### src/rtl/i2c_slave_block_if.sv
// Byte-level and pad-level signal bundle between the I2C target engine and its user.
interface i2c_slave_block_if;
    logic       scl_i;
    logic       sda_i;
    logic       sda_o;
    logic       rx_ack_i;
    logic [7:0] tx_data_i;
    logic       tx_req_o;
    logic [7:0] rx_data_o;
    logic       rx_valid_o;
    logic       addressed_o;
    logic       rw_o;
    logic       gen_call_o;
    logic       master_nack_o;
    logic       busy_o;

    modport slave (
        input  scl_i, sda_i, rx_ack_i, tx_data_i,
        output sda_o, tx_req_o, rx_data_o, rx_valid_o, addressed_o,
               rw_o, gen_call_o, master_nack_o, busy_o
    );

    modport master (
        output scl_i, sda_i, rx_ack_i, tx_data_i,
        input  sda_o, tx_req_o, rx_data_o, rx_valid_o, addressed_o,
               rw_o, gen_call_o, master_nack_o, busy_o
    );
endinterface

### src/rtl/i2c_slave_block.sv
// I2C target protocol engine: START/STOP detection, 7-bit address match, byte rx/tx.
// Optional general-call (address 8'h00) support when I2C_SLAVE_GENERAL_CALL_EN is defined.
module i2c_slave_block #(
    parameter logic [6:0] SLAVE_ADDR = 7'h3C
) (
    input  logic             i2c_core_clock_i,
    input  logic             reset_bit_i,
    i2c_slave_block_if.slave bus
);
    localparam int unsigned BYTE_W = 8;
    localparam int unsigned CNT_W  = 3;
    localparam int unsigned SYNC_W = 3;
    localparam logic [CNT_W-1:0] CNT_TOP = '1;

    typedef enum logic [2:0] {
        IDLE,
        ADDR,
        ADDR_ACK,
        WR_DATA,
        WR_ACK,
        RD_DATA,
        RD_ACK
    } state_t;

    state_t              state;
    logic [SYNC_W-1:0]   scl_sync;
    logic [SYNC_W-1:0]   sda_sync;
    logic [CNT_W-1:0]    bit_cnt;
    logic [BYTE_W-1:0]   shift_q;
    logic                byte_done;
    logic                ack_bit;
    logic                sda_q;
    logic [BYTE_W-1:0]   rx_data_q;
    logic                rx_valid_q;
    logic                addressed_q;
    logic                rw_q;
    logic                nack_q;
    logic                busy_q;

    logic                scl_rise;
    logic                scl_fall;
    logic                start_det;
    logic                stop_det;
    logic                addr_match;
    logic                gc_match;
    logic [BYTE_W-1:0]   rx_byte;

    // Stage 2 is the synchronized level, stage 3 the previous sample for edges.
    assign scl_rise  =  scl_sync[1] & ~scl_sync[2];
    assign scl_fall  = ~scl_sync[1] &  scl_sync[2];
    assign start_det =  scl_sync[1] &  scl_sync[2] & ~sda_sync[1] &  sda_sync[2];
    assign stop_det  =  scl_sync[1] &  scl_sync[2] &  sda_sync[1] & ~sda_sync[2];

    assign rx_byte    = {shift_q[BYTE_W-2:0], sda_sync[1]};
    assign addr_match = (shift_q[BYTE_W-1:1] == SLAVE_ADDR);

    always_ff @(posedge i2c_core_clock_i) begin
        if (reset_bit_i) begin
            scl_sync    <= '1;
            sda_sync    <= '1;
            state       <= IDLE;
            bit_cnt     <= CNT_TOP;
            shift_q     <= '0;
            byte_done   <= 1'b0;
            ack_bit     <= 1'b1;
            sda_q       <= 1'b1;
            rx_data_q   <= '0;
            rx_valid_q  <= 1'b0;
            addressed_q <= 1'b0;
            rw_q        <= 1'b0;
            nack_q      <= 1'b0;
            busy_q      <= 1'b0;
        end else begin
            scl_sync   <= {scl_sync[SYNC_W-2:0], bus.scl_i};
            sda_sync   <= {sda_sync[SYNC_W-2:0], bus.sda_i};
            rx_valid_q <= 1'b0;
            nack_q     <= 1'b0;

            if (start_det) begin
                state       <= ADDR;
                bit_cnt     <= CNT_TOP;
                byte_done   <= 1'b0;
                addressed_q <= 1'b0;
                busy_q      <= 1'b1;
                sda_q       <= 1'b1;
            end else if (stop_det) begin
                state       <= IDLE;
                byte_done   <= 1'b0;
                addressed_q <= 1'b0;
                busy_q      <= 1'b0;
                sda_q       <= 1'b1;
            end else begin
                case (state)
                    IDLE: begin
                        sda_q <= 1'b1;
                    end
                    ADDR: begin
                        if (scl_rise) begin
                            shift_q <= rx_byte;
                            if (bit_cnt == '0) byte_done <= 1'b1;
                            else               bit_cnt   <= bit_cnt - CNT_W'(1);
                        end else if (scl_fall && byte_done) begin
                            byte_done <= 1'b0;
                            if (addr_match || gc_match) begin
                                state       <= ADDR_ACK;
                                sda_q       <= 1'b0;
                                rw_q        <= shift_q[0];
                                addressed_q <= 1'b1;
                            end else begin
                                state <= IDLE;
                                sda_q <= 1'b1;
                            end
                        end
                    end
                    ADDR_ACK: begin
                        if (scl_fall) begin
                            bit_cnt <= CNT_TOP;
                            if (rw_q) begin
                                state   <= RD_DATA;
                                shift_q <= bus.tx_data_i;
                                sda_q   <= bus.tx_data_i[BYTE_W-1];
                            end else begin
                                state <= WR_DATA;
                                sda_q <= 1'b1;
                            end
                        end
                    end
                    WR_DATA: begin
                        if (scl_rise) begin
                            shift_q <= rx_byte;
                            if (bit_cnt == '0) begin
                                byte_done  <= 1'b1;
                                rx_data_q  <= rx_byte;
                                rx_valid_q <= 1'b1;
                            end else begin
                                bit_cnt <= bit_cnt - CNT_W'(1);
                            end
                        end else if (scl_fall && byte_done) begin
                            byte_done <= 1'b0;
                            state     <= WR_ACK;
                            sda_q     <= bus.rx_ack_i;
                        end
                    end
                    WR_ACK: begin
                        // NACK takes the same path; the master is expected to STOP.
                        if (scl_fall) begin
                            state   <= WR_DATA;
                            bit_cnt <= CNT_TOP;
                            sda_q   <= 1'b1;
                        end
                    end
                    RD_DATA: begin
                        if (scl_fall) begin
                            if (bit_cnt == '0) begin
                                state <= RD_ACK;
                                sda_q <= 1'b1;
                            end else begin
                                bit_cnt <= bit_cnt - CNT_W'(1);
                                shift_q <= {shift_q[BYTE_W-2:0], 1'b0};
                                sda_q   <= shift_q[BYTE_W-2];
                            end
                        end
                    end
                    RD_ACK: begin
                        if (scl_rise) begin
                            ack_bit <= sda_sync[1];
                        end else if (scl_fall) begin
                            if (!ack_bit) begin
                                state   <= RD_DATA;
                                bit_cnt <= CNT_TOP;
                                shift_q <= bus.tx_data_i;
                                sda_q   <= bus.tx_data_i[BYTE_W-1];
                            end else begin
                                nack_q <= 1'b1;
                                state  <= IDLE;
                                sda_q  <= 1'b1;
                            end
                        end
                    end
                    default: begin
                        state <= IDLE;
                        sda_q <= 1'b1;
                    end
                endcase
            end
        end
    end

`ifdef I2C_SLAVE_GENERAL_CALL_EN
    logic gen_call_q;

    // Only the write form of the general call is answered.
    assign gc_match = (shift_q == BYTE_W'(0));

    always_ff @(posedge i2c_core_clock_i) begin
        if (reset_bit_i) begin
            gen_call_q <= 1'b0;
        end else if (start_det || stop_det) begin
            gen_call_q <= 1'b0;
        end else if (state == ADDR && scl_fall && byte_done && gc_match && !addr_match) begin
            gen_call_q <= 1'b1;
        end
    end

    assign bus.gen_call_o = gen_call_q;
`else
    assign gc_match       = 1'b0;
    assign bus.gen_call_o = 1'b0;
`endif

    // Decoded from flops so tx_data_i is sampled in the same cycle as the fall detection.
    assign bus.tx_req_o = scl_fall &&
                          ((state == ADDR_ACK && rw_q) || (state == RD_ACK && !ack_bit));

    assign bus.sda_o         = sda_q;
    assign bus.rx_data_o     = rx_data_q;
    assign bus.rx_valid_o    = rx_valid_q;
    assign bus.addressed_o   = addressed_q;
    assign bus.rw_o          = rw_q;
    assign bus.master_nack_o = nack_q;
    assign bus.busy_o        = busy_q;
endmodule
### src/flat_wrapper.sv
// flat-port wrapper written by rule: the top's interface ports become plain ports
module i2c_slave_block_flat 
#(
    parameter logic [6:0] SLAVE_ADDR = 7'h3C
)
  (i2c_core_clock_i, reset_bit_i, bus_scl_i, bus_sda_i, bus_rx_ack_i, bus_tx_data_i, bus_sda_o, bus_tx_req_o, bus_rx_data_o, bus_rx_valid_o, bus_addressed_o, bus_rw_o, bus_gen_call_o, bus_master_nack_o, bus_busy_o);
  i2c_slave_block_if bus_i ();
  input  logic i2c_core_clock_i;
  input  logic reset_bit_i;
  input wire logic [$bits(bus_i.scl_i)-1:0] bus_scl_i;
  input wire logic [$bits(bus_i.sda_i)-1:0] bus_sda_i;
  input wire logic [$bits(bus_i.rx_ack_i)-1:0] bus_rx_ack_i;
  input wire logic [$bits(bus_i.tx_data_i)-1:0] bus_tx_data_i;
  output wire logic [$bits(bus_i.sda_o)-1:0] bus_sda_o;
  output wire logic [$bits(bus_i.tx_req_o)-1:0] bus_tx_req_o;
  output wire logic [$bits(bus_i.rx_data_o)-1:0] bus_rx_data_o;
  output wire logic [$bits(bus_i.rx_valid_o)-1:0] bus_rx_valid_o;
  output wire logic [$bits(bus_i.addressed_o)-1:0] bus_addressed_o;
  output wire logic [$bits(bus_i.rw_o)-1:0] bus_rw_o;
  output wire logic [$bits(bus_i.gen_call_o)-1:0] bus_gen_call_o;
  output wire logic [$bits(bus_i.master_nack_o)-1:0] bus_master_nack_o;
  output wire logic [$bits(bus_i.busy_o)-1:0] bus_busy_o;
  assign bus_i.scl_i = bus_scl_i;
  assign bus_i.sda_i = bus_sda_i;
  assign bus_i.rx_ack_i = bus_rx_ack_i;
  assign bus_i.tx_data_i = bus_tx_data_i;
  assign bus_sda_o = bus_i.sda_o;
  assign bus_tx_req_o = bus_i.tx_req_o;
  assign bus_rx_data_o = bus_i.rx_data_o;
  assign bus_rx_valid_o = bus_i.rx_valid_o;
  assign bus_addressed_o = bus_i.addressed_o;
  assign bus_rw_o = bus_i.rw_o;
  assign bus_gen_call_o = bus_i.gen_call_o;
  assign bus_master_nack_o = bus_i.master_nack_o;
  assign bus_busy_o = bus_i.busy_o;
  i2c_slave_block #(.SLAVE_ADDR(SLAVE_ADDR)) u_core (.i2c_core_clock_i(i2c_core_clock_i), .reset_bit_i(reset_bit_i), .bus(bus_i));
endmodule
### config.mk
export PLATFORM = sky130hd
export DESIGN_NAME = i2c_slave_block_flat
export DESIGN_NICKNAME = d
export VERILOG_FILES = /design/src/rtl/i2c_slave_block_if.sv /design/src/rtl/i2c_slave_block.sv /design/src/flat_wrapper.sv
export SDC_FILE = /design/constraint.sdc
export NUM_CORES = 1
export LEC_CHECK = 0
export ABC_AREA = 1
export CAP_MARGIN = 0
export CORE_ASPECT_RATIO = 1.2
export CORE_UTILIZATION = 30
export DETAILED_ROUTE_END_ITERATION = 8
export MAX_ROUTING_LAYER = met4
export SLEW_MARGIN = 40
export SYNTH_ARGS = -nofsm -noshare
export SYNTH_HDL_FRONTEND = slang
export SYNTH_SLANG_ARGS = --single-unit
### constraint.sdc
create_clock -name i2c_core_clock_i -period 3.9 [get_ports i2c_core_clock_i]
set_clock_uncertainty 0.15 [all_clocks]
set_input_delay 0.78 -clock i2c_core_clock_i [delete_from_list [all_inputs] [get_ports i2c_core_clock_i]]
set_output_delay 0.78 -clock i2c_core_clock_i [all_outputs]
set_load 0.05 [all_outputs]
Yosys cells after proc, flatten, opt, wreduce, memory -nomap -nowiden
Index checks and enable logic that the tools add are counted.
- memories kept: 0
- memory bits (read-only): 0
- register bits: 36
- latch bits: 0
- RAM bits: 0
- input bits: 13
- output and inout port bits: 16
- word-level logic and storage cells: 150
- reductions and logical operators: 28
- mux-type cells: 54
- $mul: 0
- equal/unequal tests: 34
- bitwise operators: 18
- add/subtract/negate cells: 1
- shifts and indexed selects: 0
- div/mod/pow operators: 0
- order comparisons: 0
- operators with widths (kind ; count):
    $mux W8 ; 8
    $mux W3 ; 19
    $reduce_and A11 Y1 ; 3
    $pmux W8 S4 ; 1
    $ne A4 B1 Y1 const B ; 7
    $mux W1 ; 22
    $pmux W3 S7 ; 1
    $ne A2 B1 Y1 const B ; 10
    $ne A2 B2 Y1 const B ; 6
    $ne A4 B4 Y1 const B ; 3
    $pmux W3 S4 ; 1
    $not A1 Y1 ; 11
    $eq A3 B3 Y1 const B ; 3
    $reduce_and A9 Y1 ; 1
    $reduce_and A4 Y1 ; 2
    $reduce_and A8 Y1 ; 1
    $reduce_bool A4 Y1 ; 2
    $and A1 B1 Y1 ; 7
    $eq A7 B6 Y1 const B ; 1
    $eq A3 B2 Y1 const B ; 2
    $logic_not A3 Y1 ; 2
    $pmux W1 S6 ; 1
    $reduce_and A6 Y1 ; 1
    $reduce_or A2 Y1 ; 3
    other kinds (13) ; 17

Logic depth before layout (Yosys ltp)
- depth after elaboration: 8
- gate-level depth with buffers: 10

Worst setup path after synthesis
Ideal clock, no wire load.
- path type: reg2out
- start point: register u_core.rw_q (netlist: u_core.bus.rw_o)
- end point: output bus_tx_req_o
- required time: 2.970 ns
- path slack: 1.250 ns
- path buffers: 0
- stages on the path, launching flop included: 5
- data arrival time: 1.720 ns
- path through: dfxtp_1 inv_1 o21ai_0 inv_1 nor2_1
- word-level cells in the longest chain between the ends: 3
- ends and longest elaborated chain (item ; RTL line ; text):
    from (decl) ; i2c_slave_block.sv:36 ; logic rw_q;
    from (signal assigned) ; i2c_slave_block.sv:107 ; rw_q <= shift_q[0];
    $logic_and A1 B1 Y1 ; i2c_slave_block.sv:213 ; ((state == ADDR_ACK && rw_q) || (state == RD_ACK && !ack_bit));
    $logic_or A1 B1 Y1 ; i2c_slave_block.sv:213 ;
    $logic_and A1 B1 Y1 ; i2c_slave_block.sv:212 ; assign bus.tx_req_o = scl_fall &&
    to (decl) ; flat_wrapper.sv:15 ; output wire logic [$bits(bus_i.tx_req_o)-1:0] bus_tx_req_o;
Every way passes these cells.

Worst setup path after layout
- start point: register u_core.state[0]
- end point: output bus_tx_req_o
- word-level cells in the longest chain between the ends: 4
- elaborated cells between the ends (all ways): 6
- ends and longest elaborated chain (item ; RTL line ; text):
    from (decl) ; i2c_slave_block.sv:25 ; state_t state;
    from (signal assigned) ; i2c_slave_block.sv:61 ; state <= IDLE;
    from (signal assigned) ; i2c_slave_block.sv:80 ; state <= ADDR;
    from (signal assigned) ; i2c_slave_block.sv:87 ; state <= IDLE;
    $eq A3 B2 Y1 / $eq A3 B3 Y1 (equally long branches) ; i2c_slave_block.sv:213 ;
    $logic_and A1 B1 Y1 ; i2c_slave_block.sv:213 ;
    $logic_or A1 B1 Y1 * ; i2c_slave_block.sv:213 ;
    $logic_and A1 B1 Y1 * ; i2c_slave_block.sv:212 ;
Every way passes the cells marked *; elsewhere a longest branch is shown, timed or not.

==> key figures <==
Global route
  • Total global routing track utilization: 16.4%
  • Vias in the first global route: 1854
  • Largest net degree at the start of global routing: 22
  • GR Overflow Total: 0
  • Initial antenna violation count: 0
  • First-pass GRT wire length: 8800 um

Power
  • Combinational power share: 50.1%
  • Worst VDD drop: 0.254 mV
  • NetSw: 0.000759 W
  • Pwr dens: 667 nW/um^2
  • Sw Share: 46.4%
  • Power share of the clock group: 17.3%
  • Internal: 0.000876 W
  • Flop pwr share: 32.6%
  • PnR Total Power: 0.00164 W
  • Leak: 1.10 nW

Hold path
  • Worst min path class: reg -> reg
  • Hold path start: u_core.scl_sync[0]$_SDFF_PP1_
  • Hold depth: 1

Clock tree
  • Number of CTS-inserted buffers: 5
  • CTS Buffer Depth: 2
  • CTS root buf: clkbuf_8
  • CTS tree: built
  • Clock Pin Slew Worst Setup and Hold Paths: 80 ps
  • Cts repair resizes: 0
  • Htree depth: 2
  • CTS Sinks: 36
  • Post-CTS setup buffers: 0
  • Latest clock arrival within the worst-skew pair: 290 ps
  • Post-cts hold buffer count: 0

Worst setup path
  • CP cell instances: inv_2 > nand3_1 > o21ai_0 > inv_1 > nor2_1 > clkdlybuf4s50_1
  • Worst reg2reg startpoint: u_core.state[0]$_SDFFE_PP0P_
  • Critical Path RT: 2970 ps
  • Slowest cell on crit path: clkdlybuf4s50_1
  • Critical path origin: u_core.state[0]$_SDFFE_PP0P_
  • Startpoint types: register
  • CP Data Arrival Time: 2370 ps
  • Max incr delay on CP: 800 ps
  • Worst Path Max Fanout: 13
  • R2R depth: 7
  • Critical path capture point type: output pin
  • Crit path kind: reg -> out

Final layout
  • P&R area growth vs syn: 19.0%
  • Inserted Diodes: 0
  • Layout cell share with drive strength beyond 1: 19.2%
  • Filler cells: 709
  • Fin area: 2450 um^2
  • Fin nets: 332

STA
  • Final Hold Vio Count: 0
  • Final worst path period share: 84.7%
  • Fin crit period: 3300 ps
  • Finish-stage setup viols: 0
  • Setup TNS: 0 ps
  • Relative slew slack: 55.3%
  • Actual slew at the worst max-slew pin: 670 ps
  • Unrepaired setup endpoints after global routing: no
  • Max-slew violations: 0
  • Highest clock rate: 0.303 GHz
  • PnR worst setup slack: 597 ps

Yosys
  • Seq/Total Area, Yosys: 35.0%
  • FF+latch count, synth: 36
  • Area of the mapped netlist: 2060 um^2
  • Largest area contributor in the netlist: dfxtp_1
  • Top cell type's share of synthesized area: 35.0%
  • Synth cell types: 33
  • Post-Syn Instances: 291
  • Syn Nets: 306
  • Syn. warnings: 0
  • Avg Inst Size Synth: 7.08 um^2
  • Top cells by area, synth: dfxtp_1 35%, nand2_1 11%, nand3_1 6.1%

Route
  • Post-route ant nets: 0
  • Met3 WL: 191 um
  • Vias post-DR: 1884
  • Vias per cell: 4.67
  • WL met2: 2600 um
  • Drt drc: 0
  • DR top layer: met4
  • Mean routed wirelength per cell: 12.9 um
  • Final wirelength: 5190 um
  • M1 WL: 2320 um
  • DRT iter0 DRCs: 61
  • Drt pass-1 iters: 4

Floorplanning
  • I/O Pins: 29
  • Die Footprint: 7200 um^2
  • Chip height: 92.8 um
  • Initial Util: 31.6%
  • Rows: 32
  • Die Wd: 77.6 um
  • Core ar.: 6530 um^2

Outcome
  • Status: finished, final reports clean

Job
  • Max Cap Viol: 0

Placed design
  • Global placement routability congestion: 0.879
  • DPL Wire Length: 3930 um
  • Count of input and output buffers: 27
  • Worst slack, placed: 926 ps
  • Placed Area: 2360 um^2
## synthesized netlist by cell type, drive strengths merged
| cell | n |
|---|---|
| nand4 | 1 |
| nor3 | 8 |
| buf | 9 |
| conb | 1 |
| o21a | 1 |
| nand3b | 1 |
| a21oi | 18 |
| or2 | 5 |
| inv | 37 |
| o21ai | 23 |
| nor2 | 44 |
| nor4 | 1 |
| clkbuf | 1 |
| a21boi | 1 |
| o22ai | 1 |
| nand2 | 69 |
| nand3 | 32 |
| ha | 2 |
| dfxtp | 36 |
## flip-flops by register name, summed over array words and instances, names as in the netlist
name                      count
u_core.bus.rx_data_o          8
u_core.shift_q                8
u_core.bit_cnt                3
u_core.scl_sync               3
u_core.sda_sync               3
u_core.state                  3
u_core.ack_bit                1
u_core.bus.addressed_o        1
u_core.bus.busy_o             1
u_core.bus.master_nack_o      1
u_core.bus.rw_o               1
u_core.bus.rx_valid_o         1
u_core.bus.sda_o              1
u_core.byte_done              1
## metrics by stage
step | hold slack [ps] | instances | utilization (%)
after global placement | 242 | 395 | 36.1
after detailed placement | 255 | 395 | 36.1
after CTS | 273 | 403 | 37.6
final | 266 | 403 | 37.6
after global routing | 287 | 403 | 37.6
after floorplan | 239 | 291 | -
## worst paths after layout
check,endpoint,slack (ps)
worst max-delay path,bus_tx_req_o,600
worst min-delay path,u_core.scl_sync[1]$_SDFF_PP1_,270
worst max register to register,u_core.shift_q[4]$_SDFFE_PP0P_,1570
worst min register to register,u_core.scl_sync[1]$_SDFF_PP1_,270
## layout make-up
cell class	count	area (um^2)	share of cell area [%]
multi-input cells	208	1100	45.0
flip-flops and latches	36	721	29.4
repair buffers	29	285	11.6
inverters	37	141	5.77
well taps	85	106	4.34
clock buffers	7	86.3	3.52
clock inverters	1	7.51	0.306
## worst max-delay path, delay by kind of cell, from the launching register on
kind	cells	cell delay (ps)
AOI/OAI and AO/OA	1	250
buffers and inverters	3	1080
DFF	1	500
and+or+nand+nor	2	250
## power by group through the flow
stage	clock, W	combinational (W)	sequential, W
after global placement	0	0.000818	0.000539
final	0.000283	0.000818	0.000534
after floorplan	0	0.000714	0.000513
after global routing	0.000309	0.000939	0.000545
after CTS	0.000291	0.000824	0.000533
after detailed placement	0	0.000819	0.000541
## logic make-up (layout without fill, tap and decap cells)
| group | count (synthesis) | count (layout) | share of synthesized area (%) |
|---|---|---|---|
| compound gates | 44 | 44 | 13.2 |
| fa+ha+maj | 2 | 2 | 1.21 |
| other cells | 1 | 1 | 0.182 |
| buf+inv | 47 | 74 | 11.4 |
| flops | 36 | 36 | 35.0 |
| simple gates | 161 | 161 | 39.0 |
## layer usage
layer | track usage (%) | up-vias
met3 | 3.35 | 8
li1 | - | 982
met4 | 6.45 | 0
met1 | 18.3 | 855
met2 | 28.3 | 39
met5 | - | -
## cells in the final DEF, fill, tap and decap left out, types with 2 or more instances in the layout
cell / instances
or2_2: 5
nor2_4: 3
a21oi_1: 9
o21ai_0: 18
nand2_4: 3
nor2_2: 12
inv_1: 31
ha_1: 2
dfxtp_1: 36
o21ai_2: 3
a21oi_2: 9
buf_4: 2
nand2_2: 4
nor3_1: 8
nand3_1: 25
clkdlybuf4s50_1: 27
inv_2: 5
nand3_2: 6
nor2_1: 29
nand2_1: 62
o21ai_1: 2
clkbuf_8: 6
Note: power is estimated with default switching activity, not from simulation.
==> edit (same settings) <==
Encoding of `state_t`: now one-hot (7 bits for 7 states).
--- a/src/rtl/i2c_slave_block.sv
+++ b/src/rtl/i2c_slave_block.sv
@@ -12,14 +12,14 @@
     localparam int unsigned SYNC_W = 3;
     localparam logic [CNT_W-1:0] CNT_TOP = '1;
 
-    typedef enum logic [2:0] {
-        IDLE,
-        ADDR,
-        ADDR_ACK,
-        WR_DATA,
-        WR_ACK,
-        RD_DATA,
-        RD_ACK
+    typedef enum logic [6:0] {
+        IDLE     = 7'b0000001,
+        ADDR     = 7'b0000010,
+        ADDR_ACK = 7'b0000100,
+        WR_DATA  = 7'b0001000,
+        WR_ACK   = 7'b0010000,
+        RD_DATA  = 7'b0100000,
+        RD_ACK   = 7'b1000000
     } state_t;
 
     state_t              state;
Formal check against the unedited RTL: same outputs for any inputs over 4 cycles, from zero or initial values and one cycle with reset_bit_i high; so few cycles prove little.
==> edit against the unedited design <==
Sequential share of layout area increased by 0.13 points; maximum frequency decreased by 1.4%; register-to-register slack improved by 320 ps; count of clock-buffer cells in the layout decreased by 2; sequential cell count increased by 4; synthesized cell count increased by 15%; worst setup slack got worse by 46 ps; core utilization decreased by 0.066 points; final area increased by 11%; non-clock buffer count decreased by 2; wire length increased by 6.3%; synthesized area increased by 8.8%.
Power is not compared: it rests on default switching activity, and its combinational part moved more than twofold at a synthesized area within 25%.
==> edit: results (changes against the unedited design) <==
Number of buffers inserted to repair setup after CTS: 0 (unchanged)
Reg-to-reg critical path endpoint: u_core.shift_q[7]
Area share of xor/xnor cells in the synthesized design: 0.391% (+0.39 points)
Total routing resource utilization after global routing: 16.0% (-0.40 points)
Worst slack on hold paths: 265 ps (-1.20 ps)
Met3 Track Usage GR: 2.83% (-0.52 points)
Slew margin rel.: 56.1% (+0.81 points)
HPWL after detailed placement: 4260 microns (+8.5%)
Area of the mapped netlist: 2240 sq um (+8.8%)
Number of design-rule violations left by the first detailed-router iteration: 132 (+120%)
Cell Area, Placed: 2580 sq um (+9.6%)
Syn avg cell area: 6.67 sq um (-5.8%)
Post-layout nets: 379 (+14%)
Sequential cell area fraction in the yosys report: 35.7% (+0.74 points)
R2R depth: 9 (+2)
Synthesized Nets: 351 (+15%)
Routing usage on met1: 20.0% (+1.7 points)
Max FO, Critical Path: 5 (-8)
Flip-flop and latch area: 801 sq um (+11%)
Adder and majority gate portion of the synthesized area: 1.12% (-0.098 points)
Synth area leaders: sky130_fd_sc_hd__dfxtp_1 36%, sky130_fd_sc_hd__nand2_1 14%, sky130_fd_sc_hd__nor2_1 12%
Number of global-route vias before repair: 2021 (+9.0%)
Worst Setup Slack, final: 552 ps (-45.6 ps)
Most common library cells after synthesis: 83 x sky130_fd_sc_hd__nand2_1, 69 x sky130_fd_sc_hd__nor2_1, 40 x sky130_fd_sc_hd__dfxtp_1
Placed cell count: 447 (+13%)
Complex-gate fraction of the synthesized area: 7.54% (-5.6 points)
Fill cell instance count of the final layout: 803 (+13%)
Minimum setup slack among reg-to-reg paths: 1890 ps (+320 ps)
Outcome: finished, final reports clean
Met2 usage: 25.3% (-3.0 points)
Routed WL: 5520 microns (+6.3%)
Final weighted congestion in routability-driven placement: 0.877 (-0.19%)
Global-route wire length before repair: 9380 microns (+6.6%)
Startpoint of the worst register-to-register path: u_core.state[0]
Arrival time reported for the critical path endpoint: 2420 ps (+50 ps)
[edit: cell types whose count changed in the layout (fill, tap and decap cells not counted), moves of 3 or more]
cell | before | now
sky130_fd_sc_hd__nor2_2 | 12 | 6
sky130_fd_sc_hd__nand4_1 | 1 | 5
sky130_fd_sc_hd__nor2_1 | 29 | 69
sky130_fd_sc_hd__dfxtp_1 | 36 | 40
sky130_fd_sc_hd__a21oi_2 | 9 | 0
sky130_fd_sc_hd__nand3_2 | 6 | 0
sky130_fd_sc_hd__o21ai_0 | 18 | 14
sky130_fd_sc_hd__nand2_2 | 4 | 7
sky130_fd_sc_hd__nand2_1 | 62 | 83
sky130_fd_sc_hd__nor3_1 | 8 | 3
[edit: final cells by class]
class,instances,share of cell area [%]
Clock inverter,2,2.22
Multi-Input combinational cell,251,46.2
Inverter,39,5.40
Timing Repair Buffer,27,9.97
Tap cell,90,4.15
Sequential cell,40,29.5
Clock buffer,5,2.54
